--- src/rtl/wide_add_sequencer_if.sv ---
// Handshake/bus bundle for wide_add_sequencer.
// Optional feature macro: ADD_OVF_EN (adds the signed-overflow flag ovf).
// master = operand producer / result consumer side, slave = the sequencer.
interface wide_add_sequencer_if #(
    parameter int WIDTH = 16
);
    // Operand side
    logic             in_valid;
    logic             in_ready;
    logic [WIDTH-1:0] a;
    logic [WIDTH-1:0] b;
    logic             cin;

    // Result side
    logic             out_valid;
    logic             out_ready;
    logic [WIDTH-1:0] sum;
    logic             cout;
`ifdef ADD_OVF_EN
    logic             ovf;

    modport master (
        output in_valid, a, b, cin, out_ready,
        input  in_ready, out_valid, sum, cout, ovf
    );

    modport slave (
        input  in_valid, a, b, cin, out_ready,
        output in_ready, out_valid, sum, cout, ovf
    );
`else
    modport master (
        output in_valid, a, b, cin, out_ready,
        input  in_ready, out_valid, sum, cout
    );

    modport slave (
        input  in_valid, a, b, cin, out_ready,
        output in_ready, out_valid, sum, cout
    );
`endif
endinterface

--- src/rtl/wide_add_sequencer.sv ---
// wide_add_sequencer: WIDTH-bit add done as WIDTH/4 passes of one shared
// 4-bit ripple slice, least-significant nibble first, carry fed back
// through carry_q. valid/ready handshake on operand and result sides.
// Optional feature macro: ADD_OVF_EN (two's-complement overflow flag ovf).
module wide_add_sequencer #(
    parameter int WIDTH = 16
) (
    input  logic                 clk,
    input  logic                 rst,
    wide_add_sequencer_if.slave  bus
);

    localparam int N  = WIDTH / 4;
    localparam int KW = (N > 1) ? $clog2(N) : 1;

    localparam logic [KW-1:0] K_LAST = KW'(N - 1);
    localparam logic [KW-1:0] K_ONE  = KW'(1);

    localparam logic [1:0] IDLE = 2'd0;
    localparam logic [1:0] RUN  = 2'd1;
    localparam logic [1:0] DONE = 2'd2;

    logic [1:0]          state_q, state_d;
    logic [KW-1:0]       k_q, k_d;
    logic [N-1:0][3:0]   a_q, a_d;
    logic [N-1:0][3:0]   b_q, b_d;
    logic [N-1:0][3:0]   sum_q, sum_d;
    logic                carry_q, carry_d;
    logic                cout_q, cout_d;
    logic                in_ready_q, in_ready_d;
`ifdef ADD_OVF_EN
    logic                ovf_q, ovf_d;
    logic                carry_into_msb;
`endif

    // The single shared 4-bit adder slice, steered by k_q.
    logic [3:0] slice_a;
    logic [3:0] slice_b;
    logic [3:0] slice_sum;
    logic       slice_co;

    assign slice_a = a_q[k_q];
    assign slice_b = b_q[k_q];
    assign {slice_co, slice_sum} = {1'b0, slice_a} + {1'b0, slice_b} + {4'b0000, carry_q};

`ifdef ADD_OVF_EN
    // Carry into the top bit recovered from the sum bit and its operands.
    assign carry_into_msb = slice_sum[3] ^ slice_a[3] ^ slice_b[3];
`endif

    // Next-state and datapath update for the IDLE / RUN / DONE sequence.
    always_comb begin
        // NOTE: every signal gets a default before the case so no path can
        // leave it unassigned, which would otherwise infer a latch.
        state_d = state_q;
        k_d     = k_q;
        a_d     = a_q;
        b_d     = b_q;
        sum_d   = sum_q;
        carry_d = carry_q;
        cout_d  = cout_q;
`ifdef ADD_OVF_EN
        ovf_d   = ovf_q;
`endif
        case (state_q)
            IDLE: begin
                if (bus.in_valid && in_ready_q) begin
                    a_d     = bus.a;
                    b_d     = bus.b;
                    carry_d = bus.cin;
                    k_d     = '0;
                    sum_d   = '0;
                    cout_d  = 1'b0;
`ifdef ADD_OVF_EN
                    ovf_d   = 1'b0;
`endif
                    state_d = RUN;
                end
            end
            RUN: begin
                sum_d[k_q] = slice_sum;
                carry_d    = slice_co;
                k_d        = k_q + K_ONE;
                if (k_q == K_LAST) begin
                    k_d     = '0;
                    cout_d  = slice_co;
`ifdef ADD_OVF_EN
                    ovf_d   = carry_into_msb ^ slice_co;
`endif
                    state_d = DONE;
                end
            end
            DONE: begin
                if (bus.out_ready) begin
                    state_d = IDLE;
                end
            end
            default: begin
                state_d = IDLE;
            end
        endcase
        // in_ready is registered so it is low through the reset edge and
        // rises on the edge that returns the sequencer to IDLE.
        in_ready_d = (state_d == IDLE);
    end

    // State and datapath registers with synchronous active-high reset.
    always_ff @(posedge clk) begin
        // NOTE: non-blocking assignments so every flop samples the values
        // from before this edge, independent of statement order.
        if (rst) begin
            // NOTE: operand registers are reset along with the visible
            // outputs; they are few and this keeps the slice inputs defined.
            state_q    <= IDLE;
            k_q        <= '0;
            a_q        <= '0;
            b_q        <= '0;
            sum_q      <= '0;
            carry_q    <= 1'b0;
            cout_q     <= 1'b0;
            in_ready_q <= 1'b0;
`ifdef ADD_OVF_EN
            ovf_q      <= 1'b0;
`endif
        end else begin
            state_q    <= state_d;
            k_q        <= k_d;
            a_q        <= a_d;
            b_q        <= b_d;
            sum_q      <= sum_d;
            carry_q    <= carry_d;
            cout_q     <= cout_d;
            in_ready_q <= in_ready_d;
`ifdef ADD_OVF_EN
            ovf_q      <= ovf_d;
`endif
        end
    end

    assign bus.in_ready  = in_ready_q;
    assign bus.out_valid = (state_q == DONE);
    assign bus.sum       = sum_q;
    assign bus.cout      = cout_q;
`ifdef ADD_OVF_EN
    assign bus.ovf       = ovf_q;
`endif

endmodule

--- src/flat_wrapper.sv ---
// flat-port wrapper written by rule: the top's interface ports become plain ports
module wide_add_sequencer_flat 
#(
    parameter int WIDTH = 16
)
  (clk, rst, bus_in_valid, bus_a, bus_b, bus_cin, bus_out_ready, bus_in_ready, bus_out_valid, bus_sum, bus_cout);
  wide_add_sequencer_if #(.WIDTH(WIDTH)) bus_i ();
  input  logic clk;
  input  logic rst;
  input wire logic [$bits(bus_i.in_valid)-1:0] bus_in_valid;
  input wire logic [$bits(bus_i.a)-1:0] bus_a;
  input wire logic [$bits(bus_i.b)-1:0] bus_b;
  input wire logic [$bits(bus_i.cin)-1:0] bus_cin;
  input wire logic [$bits(bus_i.out_ready)-1:0] bus_out_ready;
  output wire logic [$bits(bus_i.in_ready)-1:0] bus_in_ready;
  output wire logic [$bits(bus_i.out_valid)-1:0] bus_out_valid;
  output wire logic [$bits(bus_i.sum)-1:0] bus_sum;
  output wire logic [$bits(bus_i.cout)-1:0] bus_cout;
  assign bus_i.in_valid = bus_in_valid;
  assign bus_i.a = bus_a;
  assign bus_i.b = bus_b;
  assign bus_i.cin = bus_cin;
  assign bus_i.out_ready = bus_out_ready;
  assign bus_in_ready = bus_i.in_ready;
  assign bus_out_valid = bus_i.out_valid;
  assign bus_sum = bus_i.sum;
  assign bus_cout = bus_i.cout;
  wide_add_sequencer #(.WIDTH(WIDTH)) u_core (.clk(clk), .rst(rst), .bus(bus_i));
endmodule
--- config.mk ---
export PLATFORM = sky130hd
export DESIGN_NAME = wide_add_sequencer_flat
export DESIGN_NICKNAME = d
export VERILOG_FILES = /design/src/rtl/wide_add_sequencer_if.sv /design/src/rtl/wide_add_sequencer.sv /design/src/flat_wrapper.sv
export SDC_FILE = /design/constraint.sdc
export NUM_CORES = 1
export LEC_CHECK = 0
export ABC_AREA = 1
export BUFFER_PORTS_ARGS = -buffer_cell sky130_fd_sc_hd__buf_2
export CORE_MARGIN = 8
export CORE_UTILIZATION = 40
export DETAILED_ROUTE_END_ITERATION = 12
export GPL_TIMING_DRIVEN = 0
export PLACE_DENSITY_LB_ADDON = 0.3
export SLEW_MARGIN = 20
export SYNTH_ARGS = -nofsm -noshare
export SYNTH_HDL_FRONTEND = slang
export SYNTH_SLANG_ARGS = --single-unit
--- constraint.sdc ---
create_clock -name clk -period 3.1 [get_ports clk]
set_input_delay 0.62 -clock clk [delete_from_list [all_inputs] [get_ports clk]]
set_output_delay 0.62 -clock clk [all_outputs]
set_load 0.005 [all_outputs]
-- After elaboration in Yosys (flattened, before gate mapping)
Index checks and enable logic that the tools add are counted.
- output and inout bits: 19
- register bits after elaboration: 55
- word-level logic and storage cells: 56
- input bits: 37
- $add $sub $neg: 3
- reductions and logical operators: 8
- $lt $le $gt $ge: 2
- eq/ne operators: 5
- multiplexer cells: 21
- operators with widths (kind ; count):
    16-bit case mux with 2 select lines ; 1
    4-bit binary-select mux with 2-bit select ; 2
    16-bit bitwise mux ; 1
    16-bit 2-to-1 mux ; 1
    4-bit 2-to-1 mux ; 3
    2-bit 2-to-1 mux ; 5
    4-bit demux with 2-bit select ; 1
    2-bit case mux with 3 select lines ; 1
    4-bit by 4-bit adder with 5-bit output ; 1
    5-bit by 1-bit adder with 5-bit output ; 1
    2-bit == test (second input constant) ; 2
    2-bit logical NOT ; 2
    2-bit by 1-bit inequality test with 1-bit output (second input constant) ; 2
    1-bit case mux with 2 select lines ; 2
    2-bit case mux with 2 select lines ; 1
    2-bit AND reduction ; 2
    2-bit by 3-bit < comparator with 1-bit output (second input constant) ; 1
    1-bit 2-to-1 mux ; 3
    3-bit AND reduction ; 1
    2-bit by 1-bit adder with 2-bit output (second input constant) ; 1
    2-bit by 1-bit == test with 1-bit output (second input constant) ; 1
    2-bit by 1-bit greater-or-equal comparator with 1-bit output (second input constant) ; 1
    1-bit logical AND ; 2
    2-bit nonzero test ; 1

-- Logic depth before layout (Yosys ltp)
Gate-level depths: netlist (run 1).
- depth in word-level cells: 6
- gate-level depth with buffers: 11
- mapped depth without buffers: 9

-- Worst setup path after synthesis (run 1)
No wires, ideal clock.
- kind: register -> register
- start point: register u_core.k_q[0]
- end point: register u_core.sum_q, in the netlist u_core.bus.sum[14]
- data required time: 3.030 ns
- path buffers: 2
- cell stages (with the launch flop): 11
- period minus slack after synthesis: 2.283 ns
- setup time: 0.070 ns
- data arrival time: 2.213 ns
- slack: 0.817 ns
- path through: dfxtp_1 > buf_2 > inv_1 > buf_2 > nor2_1 > o22ai_1 > fa_1 > fa_1 > xor2_1 > nand2_1 > a21oi_1
- word-level cells in the longest chain between the ends: 6
- elaborated cells between the ends (all ways): 13
- classes of those cells: add/sub (2); order compare (2); mux (8); reduce/logical (1)
- RTL lines (what ; line ; RTL):
    start, declared ; wide_add_sequencer.sv:24 ; logic [KW-1:0] k_q, k_d;
    start signal, assigned ; wide_add_sequencer.sv:127 ; k_q <= k_d;
    4-bit binary-select mux with 2-bit select (tied with other cells) ; wide_add_sequencer.sv:42 ; assign slice_a = a_q[k_q];
    4-bit 2-to-1 mux (not written as such) (tied with other cells) ; wide_add_sequencer.sv:42 ;
    4-bit by 4-bit adder with 5-bit output / 4-bit 2-to-1 mux (equally long branches) ; wide_add_sequencer.sv:44, wide_add_sequencer.sv:81 ;
    5-bit by 1-bit adder with 5-bit output / 4-bit demux with 2-bit select (equally long branches) ; - ;
    16-bit bitwise mux * ; wide_add_sequencer.sv:81 ; sum_d[k_q] = slice_sum;
    16-bit case mux with 2 select lines * ; wide_add_sequencer.sv:65 ; case (state_q)
    end signal, assigned ; wide_add_sequencer.sv:130 ; sum_q <= sum_d;
    end, declared ; wide_add_sequencer.sv:27 ; logic [N-1:0][3:0] sum_q, sum_d;
Mark *: on every way between the ends. The rest lies on a longest branch, timed or not. The select of a mux whose other input is x is not followed.
A chain may end at the register's enable or synchronous reset.

-- Worst setup path in the final report (run 1)
- start point: register u_core.k_q[1]
- end point: register u_core.sum_q, in the netlist u_core.bus.sum[14]
The elaborated chain is that of the path after synthesis.

==> results of run 1 <==
[synth_stat cells (2+ instances only)]
master | count | area (sq um)
sky130_fd_sc_hd__fa_1 | 2 | 40.04
sky130_fd_sc_hd__nand3_1 | 12 | 60.06
sky130_fd_sc_hd__nand2_1 | 35 | 131.4
sky130_fd_sc_hd__dfxtp_1 | 55 | 1101
sky130_fd_sc_hd__nor2_1 | 83 | 311.6
sky130_fd_sc_hd__o21ai_0 | 50 | 250.2
sky130_fd_sc_hd__ha_1 | 7 | 87.58
sky130_fd_sc_hd__clkbuf_2 | 2 | 10.01
sky130_fd_sc_hd__buf_2 | 3 | 15.01
sky130_fd_sc_hd__buf_6 | 3 | 33.78
sky130_fd_sc_hd__clkbuf_1 | 7 | 26.28
sky130_fd_sc_hd__o22ai_1 | 8 | 50.05
sky130_fd_sc_hd__inv_2 | 3 | 11.26
sky130_fd_sc_hd__o21ai_1 | 3 | 15.01
sky130_fd_sc_hd__a21oi_1 | 23 | 115.1
sky130_fd_sc_hd__inv_1 | 11 | 41.29
sky130_fd_sc_hd__nor2_2 | 5 | 31.28
[routing by layer]
| metal | routed length (microns) | part of all wire (%) |
|---|---|---|
| met1 | 2850 | 48 |
| met2 | 2671 | 45 |
| met3 | 388 | 6.5 |
| met4 | 70 | 1.2 |
| met5 | 0 | 0 |
[path summary, 6_finish.rpt]
check	endpoint	from	slack (ns)	cells past startpoint
worst min register to register	u_core.bus.sum[6]	u_core.bus.sum[6]	0.46	2
worst min-delay path	u_core.bus.sum[6]	u_core.bus.sum[6]	0.46	2
worst max register to register	u_core.bus.sum[14]	u_core.k_q[1]	0.25	9
worst max-delay path	u_core.bus.sum[14]	u_core.k_q[1]	0.25	9
[stage by stage]
step                      hold WS [ns]  utilization [%]  total power [uW]  instances
after floorplan                 0.4492                -             980.1        320
after global placement          0.4453            47.37              1071        450
after detailed placement        0.4495            47.37              1076        450
after CTS                       0.4650            48.82              1465        458
after global routing            0.4809            48.82              1542        458
final                           0.4642            48.82              1454        458
[critical path, delay by kind of cell, from the launching register on]
family / cells / cell delay, ns
buffers and inverters: 2 / 0.65
xor gates and xnor gates: 1 / 0.37
AOI/OAI and AO/OA: 3 / 0.45
adders and majority gates: 2 / 0.84
DFF: 1 / 0.38
and+or+nand+nor: 1 / 0.10
[cell type report]
cell class,instances,area (sq um)
Timing Repair Buffer,55,275.3
Fill cell,612,2994
Buffer,16,92.59
Sequential cell,55,1101
Multi-Input combinational cell,235,1156
Tap cell,75,93.84
Clock buffer,6,72.57
Inverter,14,52.55
Clock inverter,2,12.51
[sequential cells by signal, indices dropped and copies added, names as in the netlist]
name	flops
u_core.a_q	16
u_core.b_q	16
u_core.bus.cout	1
u_core.bus.in_ready	1
u_core.bus.sum	16
u_core.carry_q	1
u_core.k_q	2
u_core.state_q	2
[power groups by stage]
stage	logic, uW	registers, uW	clock network [uW]
after floorplan	193	787	0
after global routing	325	783	434
final	284	776	393
after global placement	280	791	0
after detailed placement	284	793	0
after CTS	285	776	403
[placed cells by master (no fill, tap or decap)]
master and n:
sky130_fd_sc_hd__clkbuf_1 8, sky130_fd_sc_hd__xor2_1 1, sky130_fd_sc_hd__buf_2 58, sky130_fd_sc_hd__ha_1 7, sky130_fd_sc_hd__nand3_1 12, sky130_fd_sc_hd__clkbuf_8 5, sky130_fd_sc_hd__or2_1 1, sky130_fd_sc_hd__nand2_1 35
sky130_fd_sc_hd__nor2_1 83, sky130_fd_sc_hd__nand2_2 1, sky130_fd_sc_hd__clkbuf_2 2, sky130_fd_sc_hd__fa_1 2, sky130_fd_sc_hd__buf_6 3, sky130_fd_sc_hd__clkinvlp_4 1, sky130_fd_sc_hd__clkinv_2 1, sky130_fd_sc_hd__o21ai_1 3
sky130_fd_sc_hd__o22ai_1 8, sky130_fd_sc_hd__nor3_4 1, sky130_fd_sc_hd__nand3_2 1, sky130_fd_sc_hd__inv_2 3, sky130_fd_sc_hd__o21ai_0 50, sky130_fd_sc_hd__nor2_2 5, sky130_fd_sc_hd__nand2_4 1, sky130_fd_sc_hd__buf_4 1
sky130_fd_sc_hd__a21oi_1 23, sky130_fd_sc_hd__dfxtp_1 55, sky130_fd_sc_hd__inv_1 11, sky130_fd_sc_hd__nor3_1 1
[cells by family (layout without fill, tap and decap cells)]
group           Yosys count  after routing  share of synthesized area, %
xor+xnor                  1              1                        0.3646
simple gates            141            141                         24.53
compound gates           84             84                         17.92
flops                    55             55                         45.83
fa+ha+maj                 9              9                         5.312
buf+inv                  30             93                         6.042
==> flow_results.org, run 1 <==
** Outcome
- The run finished with clean final reports.

** Run
- Number of max-cap violations :: 0

** Route
- DRC violations left :: 0
- Average wire per standard cell :: 13.06 microns
- Remaining antenna violation count after routing :: 0
- Vias per cell :: 4.808
- Total iterations of the first detailed-routing run :: 4
- After the first detailed-routing iteration, the DRC count stood at 110.
- After detailed routing, the total wire length is 5981 microns.
- Via count of the routed design :: 2202

** STA
- After layout, the worst path uses 92.06% of the clock period.
- Across the routed clock network, the largest skew measured is 0.01259 ns.
- Final critical path time including I/O delays and setup :: 2.854 ns
- RSZ-0062 raised after global routing :: false
- The final max-slew violation count was 0.
- Static timing analysis puts the maximum clock frequency at 350.4 MHz.
- After routing, the total negative slack on setup checks comes to 0 ns.
- In this run the tightest slew margin relative to its limit is 62.07%.
- The hold violation count in the final report is 0.
- Least-Margin Pin Slew :: 0.5671 ns
- Final setup violation count :: 0
- Across all setup checks in the final design, the least slack found is 0.2461 ns.

** Synth
- A synthesized cell averages 7.507 sq um.
- Synthesis-stage register bit count :: 55
- After synthesis, the share of flip-flops with an asynchronous set or reset is 0%.
- Counting distinct cell types in the post-synthesis netlist gives 25.
- Yosys printed 0 warnings.
- Cell count after synthesis :: 320
- For this run, the register share of the synthesized area comes to 45.83%.
- Synthesized area :: 2402 sq um
- Counting flops with a built-in enable in the synthesized netlist gives 0.
- In the synthesized netlist the dominant register cell turns out to be sky130_fd_sc_hd__dfxtp_1.
- Syn_nets :: 366

** Floorplanning
- Count of pins on the block boundary :: 56
- Area of the die :: 8741 sq um
- Horiz. Die Dim :: 93.50 microns
- The floorplan has 28 rows.
- Floorplan core area :: 5851 sq um
- Die height :: 93.50 microns
- For this configuration, the core starts out at a cell density of 41.06%.

** CTS
- Library cell used as clock root buffer :: sky130_fd_sc_hd__clkbuf_8
- Clock-pin slew was measured on the worst setup and hold paths at 0.10 ns.
- For this design, the CTS-stage hold fixing added 0 buffers.
- Clock buffer depth :: 2
- Counting every sink on the clock net gives 55.
- Clock tree synthesis inserted a total of 5 buffers.
- H-Tree Depth :: 2
- TritonCTS built the clock tree.
- Post-CTS repair changed the size of 0 cells.
- Later-pin clock latency in the skew report :: 0.31 ns
- After clock tree synthesis, the setup repair step added 0 buffers.

** Critical path
- Cell with the largest stage delay on the worst path :: sky130_fd_sc_hd__fa_1
- STA classifies the critical path startpoint as a flop.
- At the worst endpoint, the required time is 3.33 ns.
- Type of element capturing the critical path :: flop
- Walking the worst path, the cells encountered are clkbuf_1 > inv_1 > o21ai_0 > o22ai_1 > fa_1 > fa_1 > xor2_1 > nand2_1 > a21oi_1.
- Maximum fanout count along the critical path :: 10
- Crit path arrival time :: 3.09 ns
- Largest incremental delay on the critical path :: 0.42 ns
- Counting stages on the worst path, the most repeated cell is sky130_fd_sc_hd__fa_1.
- The worst setup path is of the flop to flop kind.

** Global routing
- Routing usage on met1 :: 17.73%
- Global routing consumed, over all layers together, 14.28% of the routing resources.
- In this run the most used layer during global routing was met2.
- Met3 track demand over resource :: 4.327%
- Global routing finished with a remaining overflow of 0.
- The number of global-route vias before repair was 2190.
- Global-route wire length before repair :: 10080 microns
- GR met2 Demand/Resource :: 22.97%
- Initial antenna violation count :: 0
- Entering global routing, the biggest net connects 17 pins.

** Placement
- Summing all placed instances gives a cell area of 2771 sq um.
- DPL Wire Length :: 4447 microns
- Final RePlAce weighted congestion :: 0.8483
- Port Buffer Count :: 55
- Post-place setup slack :: 0.3191 ns

** Finish
- Share of layout cells above drive strength 1 :: 21.67%
- Final Instance Area :: 2856 sq um
- Number of nets in the layout :: 428
- The number of antenna diodes in the final layout is 0.
- The area growth from synthesis to layout is 18.91%.

** Pwr
- Portion of total power attributed to combinational logic :: 19.6%
- P per Cell Area :: 509.0 nW/um^2
- Net switching is 29.95% of the power.
- In this run, the clock network consumes 27.1% of the power.
- For this design the total switching power over the nets is 435.4 uW.
- Leakage power total :: 0.001240 uW
- Peak supply drop :: 0.0002316 V
- Cell internal power was estimated by the tool at 1019 uW.
- Flop pwr share :: 53.4%

** Worst hold path
- The path class of the tightest hold or removal check is flop to flop.
Note: power is estimated with default switching activity, not from simulation.
==> run 2, diff against run 1 <==
- CORE_UTILIZATION: 40 -> 45
==> flow_results.org, run 2 (synthesis results as in run 1) <==
** Outcome
- Status :: finished, final reports clean

** Critical path
- Kind of start point of the critical path :: flop
- Crit path arrival time :: 3.08 ns (about the same)
- WP data required :: 3.33 ns (about the same)
- Maximum fanout count along the critical path :: 10 (unchanged)
- Type of element capturing the critical path :: flop
- The setup path with the least slack is of type flop to flop.

** STA
- The final max-slew violation count came to 0 (unchanged).
- The hold violation count in the final report was 0 (unchanged).
- Setup repair after global routing left no endpoint under its margin.
- The share of the clock period used by the worst path after layout is 91.90% (-0.16 points).
- Largest clock skew in the final design :: 0.01259 ns (+0.000003200 ns)
- Final-layout setup total negative slack :: 0 ns (unchanged)
- Least-Margin Pin Slew :: 0.5496 ns (-0.01758 ns)
- The minimum setup slack in the final design is 0.2510 ns (+0.004924 ns).
- Final setup violation count :: 0 (unchanged)
- The shortest period the worst path allows is 2.849 ns (-0.004924 ns).
- Max-slew headroom :: 63.24% (+1.2 points)
- The highest achievable clock rate is 351.0 MHz (+0.17%).

** CTS
- The later-pin clock latency in the skew report came to 0.31 ns (about the same).
- Library cell used as clock root buffer :: sky130_fd_sc_hd__clkbuf_8
- The number of buffers added for setup after CTS came to 0 (unchanged).
- TritonCTS built the clock tree.
- Clock input transition at the sequential cells of the worst setup and hold paths :: 0.10 ns (about the same)
- The count of hold-fix buffers inserted at cts is 0 (unchanged).
- The TritonCTS buffer count is 5 (unchanged).
- The depth of the CTS H-tree came to 2 (unchanged).
- Clock Sinks :: 55 (unchanged)
- The maximum root-to-sink buffer count came to 2 (unchanged).
- The number of instances resized during post-cts repair was 0 (unchanged).

** Pwr
- The leakage power total was 0.001260 uW (+1.6%).
- P per Cell Area :: 537.4 nW/um^2 (+5.6%)
- Switching part of the total :: 27.63% (-2.3 points)
- The sequential group share of total power is 50.1% (-3.3 points).
- Portion of total power attributed to combinational logic :: 18.3% (-1.3 points)
- The cell-internal power is 1121 uW (+10%).
- Sw power :: 428.1 uW (-1.7%)
- Peak supply drop :: 0.0002844 V (+23%)
- Clock group share of total power :: 31.6% (+4.5 points)

** Floorplanning
- Count of pins on the block boundary :: 56 (unchanged)
- Floorplan core area :: 5140 sq um (-12%)
- The starting density of the core came to 46.74% (+5.7 points).
- Area of the die :: 7933 sq um (-9.3%)
- The placement row count is 26 (-7.1%).
- Die height :: 89.07 microns (-4.7%)
- Horiz. Die Dim :: 89.07 microns (-4.7%)

** Finish
- Growth of design area from synthesis to finish :: 20.00%
- The filler cell count came to 541 (-12%).
- Number of nets in the layout :: 428 (unchanged)
- In the layout the commonest cells are sky130_fd_sc_hd__nor2_1 (83), sky130_fd_sc_hd__buf_2 (58), sky130_fd_sc_hd__dfxtp_1 (55).
- Antenna diode count :: 0 (unchanged)
- Final cell count without fillers :: 453 (-1.1%)
- The proportion of layout cells with a drive suffix above 1 was 21.93% (+0.26 points).
- Leaving out fill and tap cells, the most frequent cell in the layout is sky130_fd_sc_hd__nor2_1.
- Final Instance Area :: 2883 sq um (+0.92%)

** Route
- DRC violations left :: 0 (unchanged)
- The number of vias per cell was 4.960 (+3.2%).
- The number of nets with antenna violations after detailed routing is 0 (unchanged).
- Via count of the routed design :: 2247 (+2.0%)
- DRC violation total after the first TritonRoute iteration :: 136 (+24%)
- Wirelength, routed :: 5887 microns (-1.6%)
- Total iterations of the first detailed-routing run :: 4 (unchanged)
- The final routed wire length divided by cell count is 13.00 microns (-0.49%).

** Placement
- DPL Wire Length :: 4387 microns (-1.4%)
- Cell area after placement :: 2765 sq um (-0.23%)
- The weighted congestion reported at the end of routability-driven placement was 0.8337 (-1.7%).
- # placed instances :: 445 (-1.1%)
- Port Buffer Count :: 55 (unchanged)
- Post-place setup slack :: 0.3612 ns (+0.04209 ns)

** Worst hold path
- Worst hold path class :: flop to flop

** Global routing
- Tot GR Track Use :: 15.44% (+1.2 points)
- Vias in the first global route :: 2114 (-3.5%)
- The initial antenna violation count came to 0 (unchanged).
- Largest net degree at the start of global routing :: 17 (unchanged)
- Sum of overflow across all layers after global routing :: 0 (unchanged)
- The global-route wire length before repair was 9604 microns (-4.7%).

** Run
- The max-capacitance violation count is 0 (unchanged).
-- run 2: changes by cell type in the layout (fill, tap and decap cells not counted) --
| cell | before | now |
|---|---|---|
| sky130_fd_sc_hd__clkbuf_1 | 8 | 7 |
| sky130_fd_sc_hd__clkinvlp_4 | 1 | 0 |
| sky130_fd_sc_hd__clkbuf_8 | 5 | 6 |
| sky130_fd_sc_hd__bufinv_16 | 0 | 1 |
-- run 2: metrics by stage --
stage / hold WS, ns / util (%) / power (uW)
6_report: 0.4638 / 56.09 / 1549
5_1_grt: 0.4787 / 56.09 / 1629
4_1_cts: 0.4651 / 56.09 / 1562
3_5_place_dp: 0.4506 / 53.80 / 1075
3_3_place_gp: 0.4453 / 53.80 / 1069
2_1_floorplan: 0.4492 / - / 980.1
-- run 2: routing by layer --
| metal | routed length [microns] | GRT usage (%) | vias to the layer above |
|---|---|---|---|
| li1 | - | - | 1173 |
| met1 | 2596 | 19.11 | 1007 |
| met2 | 2803 | 25.40 | 62 |
| met3 | 425 | 3.952 | 5 |
| met4 | 61 | 5.136 | 0 |
| met5 | 0 | 0 | - |
-- run 2: worst paths after layout --
path / start / endpoint / slack (ns) / depth (start not counted)
setup / recovery: u_core.k_q[1] / u_core.bus.sum[14] / 0.25 / 9
hold / removal: u_core.bus.sum[5] / u_core.bus.sum[5] / 0.46 / 2
setup reg to reg: u_core.k_q[1] / u_core.bus.sum[14] / 0.25 / 9
hold reg to reg: u_core.bus.sum[5] / u_core.bus.sum[5] / 0.46 / 2
-- run 2: worst max-delay path: stages (launching register included) --
cell and delay, ns:
sky130_fd_sc_hd__dfxtp_1 0.38, sky130_fd_sc_hd__clkbuf_1 0.36, sky130_fd_sc_hd__inv_1 0.26, sky130_fd_sc_hd__o21ai_0 0.16, sky130_fd_sc_hd__o22ai_1 0.13, sky130_fd_sc_hd__fa_1 0.42
sky130_fd_sc_hd__fa_1 0.43, sky130_fd_sc_hd__xor2_1 0.37, sky130_fd_sc_hd__nand2_1 0.09, sky130_fd_sc_hd__a21oi_1 0.15
-- run 2: final cells by class --
| type | instances | area, sq um | share of cell area, % |
|---|---|---|---|
| plain buffers | 16 | 92.59 | 3.212 |
| clock buffers | 6 | 82.58 | 2.865 |
| clock inverters | 2 | 35.03 | 1.215 |
| inverters | 14 | 52.55 | 1.823 |
| multi-input cells | 235 | 1156 | 40.10 |
| flip-flops and latches | 55 | 1101 | 38.19 |
| well taps | 70 | 87.58 | 3.038 |
| repair buffers | 55 | 275.3 | 9.549 |
-- run 2: power groups by stage --
stage	registers (uW)	logic, uW	clock network [uW]
2_1_floorplan	787	193	0
3_3_place_gp	791	278	0
3_5_place_dp	793	282	0
4_1_cts	776	283	503
5_1_grt	782	322	525
6_report	776	283	490
